## config.mk

```make
export PLATFORM = sky130hd
export DESIGN_NAME = if_fetch
export DESIGN_NICKNAME = d
export VERILOG_FILES = /design/src/rtl/rv_pkg.sv /design/src/rtl/if_fetch_buf.sv /design/src/rtl/if_fetch.sv
export SDC_FILE = /design/constraint.sdc
export NUM_CORES = 1
export LEC_CHECK = 0
export CAP_MARGIN = 40
export CORE_ASPECT_RATIO = 0.8
export CORE_UTILIZATION = 47
export DETAILED_ROUTE_END_ITERATION = 8
export GPL_ROUTABILITY_DRIVEN = 0
export PLACE_DENSITY = 0.75
export SYNTH_ARGS = -nofsm -noshare
export SYNTH_HDL_FRONTEND = slang
export SYNTH_SLANG_ARGS = --single-unit
```

## constraint.sdc

```tcl
create_clock -name clk -period 7.6 [get_ports clk]
set_input_delay 1.14 -clock clk [delete_from_list [all_inputs] [get_ports clk]]
set_output_delay 1.14 -clock clk [all_outputs]
set_load 0.02 [all_outputs]
```

## src/rtl/rv_pkg.sv

```systemverilog
// Shared RV32I front-end definitions: widths, default reset PC, fetch FSM states
// and the fetch-buffer entry layout.
package rv_pkg;

    localparam int XLEN = 32;
    localparam logic [XLEN-1:0] RESET_PC_DEF = 32'h0000_0000;
    localparam logic [XLEN-1:0] INST_NOP = 32'h0000_0013;

    typedef enum logic {
        FETCH,
        WAIT
    } fetch_state_e;

    typedef struct packed {
        logic [XLEN-1:0] inst;
        logic [XLEN-1:0] pc;
    } fetch_entry_t;

endpackage

```

## src/rtl/if_fetch_buf.sv

```systemverilog
// Fetch buffer: small synchronous FIFO of {inst, pc} entries between IF and ID.
// Clear wins over push and pop; the head output holds its last value when empty.
module if_fetch_buf
    import rv_pkg::*;
#(
    parameter int DEPTH = 2
) (
    input  logic                    clk,
    input  logic                    rst,
    input  logic                    push,
    input  logic                    pop,
    input  logic                    clear,
    input  fetch_entry_t            din,
    output logic [$clog2(DEPTH):0]  count,
    output logic                    valid,
    output fetch_entry_t            head
);

    localparam int PW = $clog2(DEPTH);
    localparam logic [PW:0] FULL = (PW+1)'(DEPTH);

    fetch_entry_t mem [DEPTH];
    fetch_entry_t last;
    logic [PW-1:0] wr_ptr;
    logic [PW-1:0] rd_ptr;

    assign valid = (count != '0);
    assign head  = valid ? mem[rd_ptr] : last;

    always_ff @(posedge clk or posedge rst) begin
        if (rst) begin
            wr_ptr <= '0;
            rd_ptr <= '0;
            count  <= '0;
            last   <= '0;
        end else begin
            // Remember whatever ID currently sees so it stays visible once empty.
            if (valid) begin
                last <= mem[rd_ptr];
            end
            if (clear) begin
                wr_ptr <= '0;
                rd_ptr <= '0;
                count  <= '0;
            end else begin
                if (push) begin
                    wr_ptr <= wr_ptr + PW'(1);
                end
                if (pop) begin
                    rd_ptr <= rd_ptr + PW'(1);
                end
                count <= count + (PW+1)'(push) - (PW+1)'(pop);
            end
        end
    end

    always_ff @(posedge clk) begin
        if (push && !clear) begin
            mem[wr_ptr] <= din;
        end
    end

    // The request throttle upstream must make an overflowing push impossible.
    assert property (@(posedge clk) disable iff (rst) !(push && !clear && count == FULL));

endmodule

```

## src/rtl/if_fetch.sv

```systemverilog
// RV32I IF stage: owns the PC, issues one instruction-memory request at a time,
// buffers returned words for ID and squashes wrong-path fetches on EX redirects.
module if_fetch
    import rv_pkg::*;
#(
    parameter logic [31:0] RESET_PC  = RESET_PC_DEF,
    parameter int          BUF_DEPTH = 2
) (
    input  logic        clk,
    input  logic        rst,
    output logic        imem_req,
    output logic [31:0] imem_addr,
    input  logic        imem_gnt,
    input  logic        imem_rvalid,
    input  logic [31:0] imem_rdata,
    input  logic        ex_branch,
    input  logic        ex_jump,
    input  logic [31:0] ex_target,
    input  logic        id_ready,
    output logic        if_valid,
    output logic [31:0] if_inst,
    output logic [31:0] if_pc
);

    localparam int CW = $clog2(BUF_DEPTH) + 1;
    localparam logic [CW:0] DEPTH_LIM = (CW+1)'(BUF_DEPTH);

    fetch_state_e    state;
    fetch_state_e    state_next;
    logic [XLEN-1:0] pc;
    logic [XLEN-1:0] pc_next;
    logic [XLEN-1:0] req_pc;
    logic            kill;
    logic            kill_next;
    logic            outstanding;
    logic            redirect;
    logic            grant;
    logic            push;
    logic            pop;
    logic [CW-1:0]   count;
    logic [CW:0]     in_flight;
    fetch_entry_t    din;
    fetch_entry_t    head;
    logic            unused_target_lsbs;

    assign redirect    = ex_branch | ex_jump;
    assign outstanding = (state == WAIT);
    assign in_flight   = {1'b0, count} + {{CW{1'b0}}, outstanding};

    // Reserve a buffer slot for every in-flight word so a response always fits.
    assign imem_req  = ~rst & (state == FETCH) & (in_flight < DEPTH_LIM) & ~redirect;
    assign imem_addr = pc;
    assign grant     = imem_req & imem_gnt;
    assign pop       = id_ready & if_valid & ~redirect;
    assign din       = {imem_rdata, req_pc};
    assign if_inst   = head.inst;
    assign if_pc     = head.pc;

    // Redirect targets are word-aligned by masking; misalignment is not trapped here.
    assign unused_target_lsbs = ^ex_target[1:0];

    always_ff @(posedge clk or posedge rst) begin
        if (rst) begin
            state <= FETCH;
            pc    <= RESET_PC;
            kill  <= 1'b0;
        end else begin
            state <= state_next;
            pc    <= pc_next;
            kill  <= kill_next;
        end
    end

    always_ff @(posedge clk) begin
        if (grant) begin
            req_pc <= pc;
        end
    end

    always_comb begin
        state_next = state;
        pc_next    = pc;
        kill_next  = kill;
        push       = 1'b0;
        case (state)
            FETCH: begin
                if (grant) begin
                    state_next = WAIT;
                    pc_next    = pc + 32'd4;
                end
            end
            WAIT: begin
                // A response landing with a redirect, or after one, is wrong-path.
                if (imem_rvalid) begin
                    state_next = FETCH;
                    kill_next  = 1'b0;
                    push       = ~kill & ~redirect;
                end else if (redirect) begin
                    kill_next = 1'b1;
                end
            end
            default: ;
        endcase
        if (redirect) begin
            pc_next = {ex_target[31:2], 2'b00};
        end
    end

    if_fetch_buf #(
        .DEPTH(BUF_DEPTH)
    ) u_buf (
        .clk   (clk),
        .rst   (rst),
        .push  (push),
        .pop   (pop),
        .clear (redirect),
        .din   (din),
        .count (count),
        .valid (if_valid),
        .head  (head)
    );

endmodule

```

==> metrics.md <==
| Metric | Value |
|---|---|
| WHS Endpoint | `u_buf.mem[1][29]` |
| WP data required | `6.46 ns` |
| RR Startpoint | `u_buf.count[1]` |
| Crit-path max FO | `97` |
| Sequential element share of the synthesized area | `0.7416` |
| Worst setup path class | `flip-flop to output pin` |
| Area Growth Syn to Fin | `29.72%` |
| Cell count after synthesis | `677` |
| #FFs+latches synth | `254` |
| Hold WS | `0.4423 ns` |
| Gr ovfl total | `0` |
| Worst-Skew Late Latency | `0.53 ns` |
| Initial antenna violation count | `0` |
| Die Height | `129.9 µm` |
| Max_cap viols | `0` |
| Via-to-Cell Ratio | `5.275` |
| Leakage | `4.471 nW` |
| Num Clock Sinks | `254` |
| DR DRC count | `0` |
| Row count | `46` |
| Fin. max-slew vios | `0` |
| Maximum clock insertion buffer count | `3` |
| Die area | `0.02103 mm²` |
| Unrepaired setup endpoints after global routing | `false` |
| Asr flop ratio synth | `0.3937` |
| Port buffer count | `164` |
| TritonCTS buffer count | `26` |
| Max IR drop VDD | `0.0001474 V` |
| Slew margin rel. | `0.4466` |
| Avg Cell Area, Syn | `14.20 µm²` |
| Gr busiest metal | `met2` |
| WL final | `19480 µm` |
| DRT Pass-1 Iters | `6` |
| Nets | `915` |
| Placed inst area | `0.01160 mm²` |
| Effective utilization at floorplan | `0.4826` |
| Slew @ Worst Pin | `0.8276 ns` |
| Status | `finished clean` |
| Ant. Diodes | `0` |
| Number of flops mapped to enable cells by yosys | `154` |
| Via count | `5934` |
| ANT nets after route | `0` |
| Post-CTS Setup Inserts | `0` |
| Top-Level Pins | `169` |
| Number of global-route vias before repair | `5721` |
| TNS Setup | `0 ns` |
| Hold Vio Cnt, Final | `0` |
| Routed WL per cell | `17.32 µm` |
| Post_cts resized | `0` |
| Hold Path Depth | `0` |
| Cell area power density | `261.3 mW/mm²` |
| Hold crit path type | `flip-flop to flip-flop` |
| Main synth FF type | `edfxtp_1` |
| R2R Setup Slk | `4.34 ns` |
| Max Fclk | `222.8 MHz` |
| Crit path DAT | `3.35 ns` |
| CTS tree | `built` |
| Met1 usage | `0.2667` |
| Pin count of the biggest net entering global routing | `98` |
| Initial DRC count | `428` |
| Hold Buf Count CTS | `0` |
| Startpoint types | `flip-flop` |
| HP Start | `req_pc[29]` |
| Root Buffer | `clkbuf_16` |
| Number of setup violations in the final report | `0` |
| Clock slew at reported path FFs | `0.06 ns` |
| Final instance area | `0.01247 mm²` |
| Period utilization | `0.5906` |
| Hpwl dp | `12270 µm` |
| Worst reg2reg path endpoint | `u_buf.count[1]` |
| Htree depth | `1` |
| Die X | `161.9 µm` |
| M2 GR Usage | `0.2906` |
| Post-Syn Area | `0.009610 mm²` |
| Filler cells | `1493` |
| Minimum clock period | `4.488 ns` |
| Worst R2R Path Depth | `11` |
| Global-route usage over all layers | `0.1860` |
| Post-synth cell types | `40` |
| Crit. End Element | `output pin` |
| Core box area | `0.01991 mm²` |
| Syn. warnings | `0` |
| Clock Skew | `0.02191 ns` |
| First-pass GRT wire length | `30530 µm` |
| Fraction of layout cells with a size suffix above 1 | `0.06736` |
| Grt met3 use | `0.04450` |
-- flip-flops by register name, summed over array words and instances (netlist names) --
name / cells
imem_addr: 30
kill: 1
outstanding: 1
req_pc: 30
u_buf.count: 2
u_buf.last: 64
u_buf.mem: 124
u_buf.rd_ptr: 1
u_buf.wr_ptr: 1
-- per-layer routing --
metal | part of all wire | routed length [µm] | up-vias
met3 | 0.073 | 1416 | 26
met2 | 0.44 | 8602 | 214
met4 | 0.014 | 280 | 0
met5 | 0 | 0 | -
li1 | - | - | 2832
met1 | 0.47 | 9184 | 2862
-- worst max-delay path by stage --
stage / from / endpoint / depth (start not counted)
5_1_grt: u_buf.count[1] / if_pc[14] / 5
3_3_place_gp: ex_branch / u_buf.mem[0][23] / 4
6_report: u_buf.count[1] / if_pc[4] / 5
4_1_cts: u_buf.count[1] / if_pc[14] / 5
2_1_floorplan: ex_jump / u_buf.mem[0][10] / 4
3_5_place_dp: rst / imem_addr[24] / 5
-- layout by cell type (no fill, tap or decap), types with 3 or more instances in the layout --
master / Yosys / routed
buf_16: 0 / 3
o31ai_1: 13 / 13
buf_4: 2 / 5
or4_1: 16 / 16
o21ai_0: 77 / 77
a31oi_1: 18 / 18
nand4_1: 10 / 10
and2_1: 5 / 4
or3_1: 7 / 7
nand2_1: 85 / 85
clkbuf_8: 0 / 4
ha_1: 3 / 3
inv_1: 10 / 9
clkbuf_1: 29 / 7
a21oi_1: 3 / 3
nand3_1: 10 / 10
mux2i_1: 62 / 62
dfrtp_1: 100 / 99
xnor2_1: 4 / 4
nor4_1: 5 / 4
clkinv_2: 0 / 5
xor2_1: 7 / 7
edfxtp_1: 154 / 154
nor3_1: 6 / 6
clkbuf_16: 0 / 26
clkdlybuf4s50_1: 0 / 164
nor2_1: 26 / 23
-- cell families (layout without fill, tap and decap cells) --
group	after synthesis	count (layout)	share of synthesized area
buffers and inverters	48	231	0.01992
XOR/XNOR	11	11	0.01002
flip-flops	254	254	0.7416
other	1	2	0.0003902
AND/OR/NAND/NOR	180	180	0.09022
multiplexers	62	62	0.06458
adder cells (fa/ha/maj)	3	3	0.003906
AO/OA/AOI/OAI	118	118	0.06939
-- area by class of cell --
class	instances	area, µm²	share of cell area
sequential	254	7131	0.5720
tap	264	330.3	0.02650
multi-input combinational	376	2326	0.1866
clock inverter	11	131.4	0.01054
inverter	10	40.04	0.003212
timing repair buffer	173	1777	0.1425
clock buffer	37	732.0	0.05871
-- where the power goes --
part           total, mW  switching [mW]  internal (mW)
Combinational      0.408           0.219          0.189
Sequential          1.59          0.0483           1.54
Clock               1.26           0.515          0.743
-- critical path, stage by stage (launching register included) --
cell	delay [ns]
dfrtp_1	0.49
nor2_4	0.56
buf_4	0.77
nand2_1	0.13
o21ai_0	0.15
clkdlybuf4s50_1	0.66
-- metrics by stage --
step	std cells	utilization	power, mW	setup slack (ns)
final	1125	0.6260	3.258	3.112
after global routing	1125	0.6260	3.387	2.801
after CTS	1125	0.6260	3.291	3.033
after detailed placement	1077	0.5827	2.030	3.396
after global placement	1073	0.5778	2.018	3.300
after floorplan	678	-	1.801	1.872
-- synth_stat cells, drive strengths merged (2+ instances only) --
library cell / instances / area (µm²)
o21ai: 77 / 385.4
nor4: 5 / 31.28
nor3: 6 / 30.03
or4: 16 / 120.1
inv: 10 / 37.54
a31oi: 18 / 112.6
nand3: 10 / 50.05
o31ai: 13 / 97.59
ha: 3 / 37.54
dfrtp: 100 / 2502
nand2: 85 / 319.1
clkbuf: 31 / 118.9
or2: 2 / 12.51
and2: 5 / 31.28
mux2i: 62 / 620.6
xnor2: 4 / 35.03
and4: 2 / 17.52
nor2: 26 / 97.59
edfxtp: 154 / 4624
or3: 7 / 43.79
and3: 2 / 12.51
nand4: 10 / 62.56
xor2: 7 / 61.31
a21oi: 3 / 15.01
buf: 7 / 35.02
(Power assumes the default switching activity.)
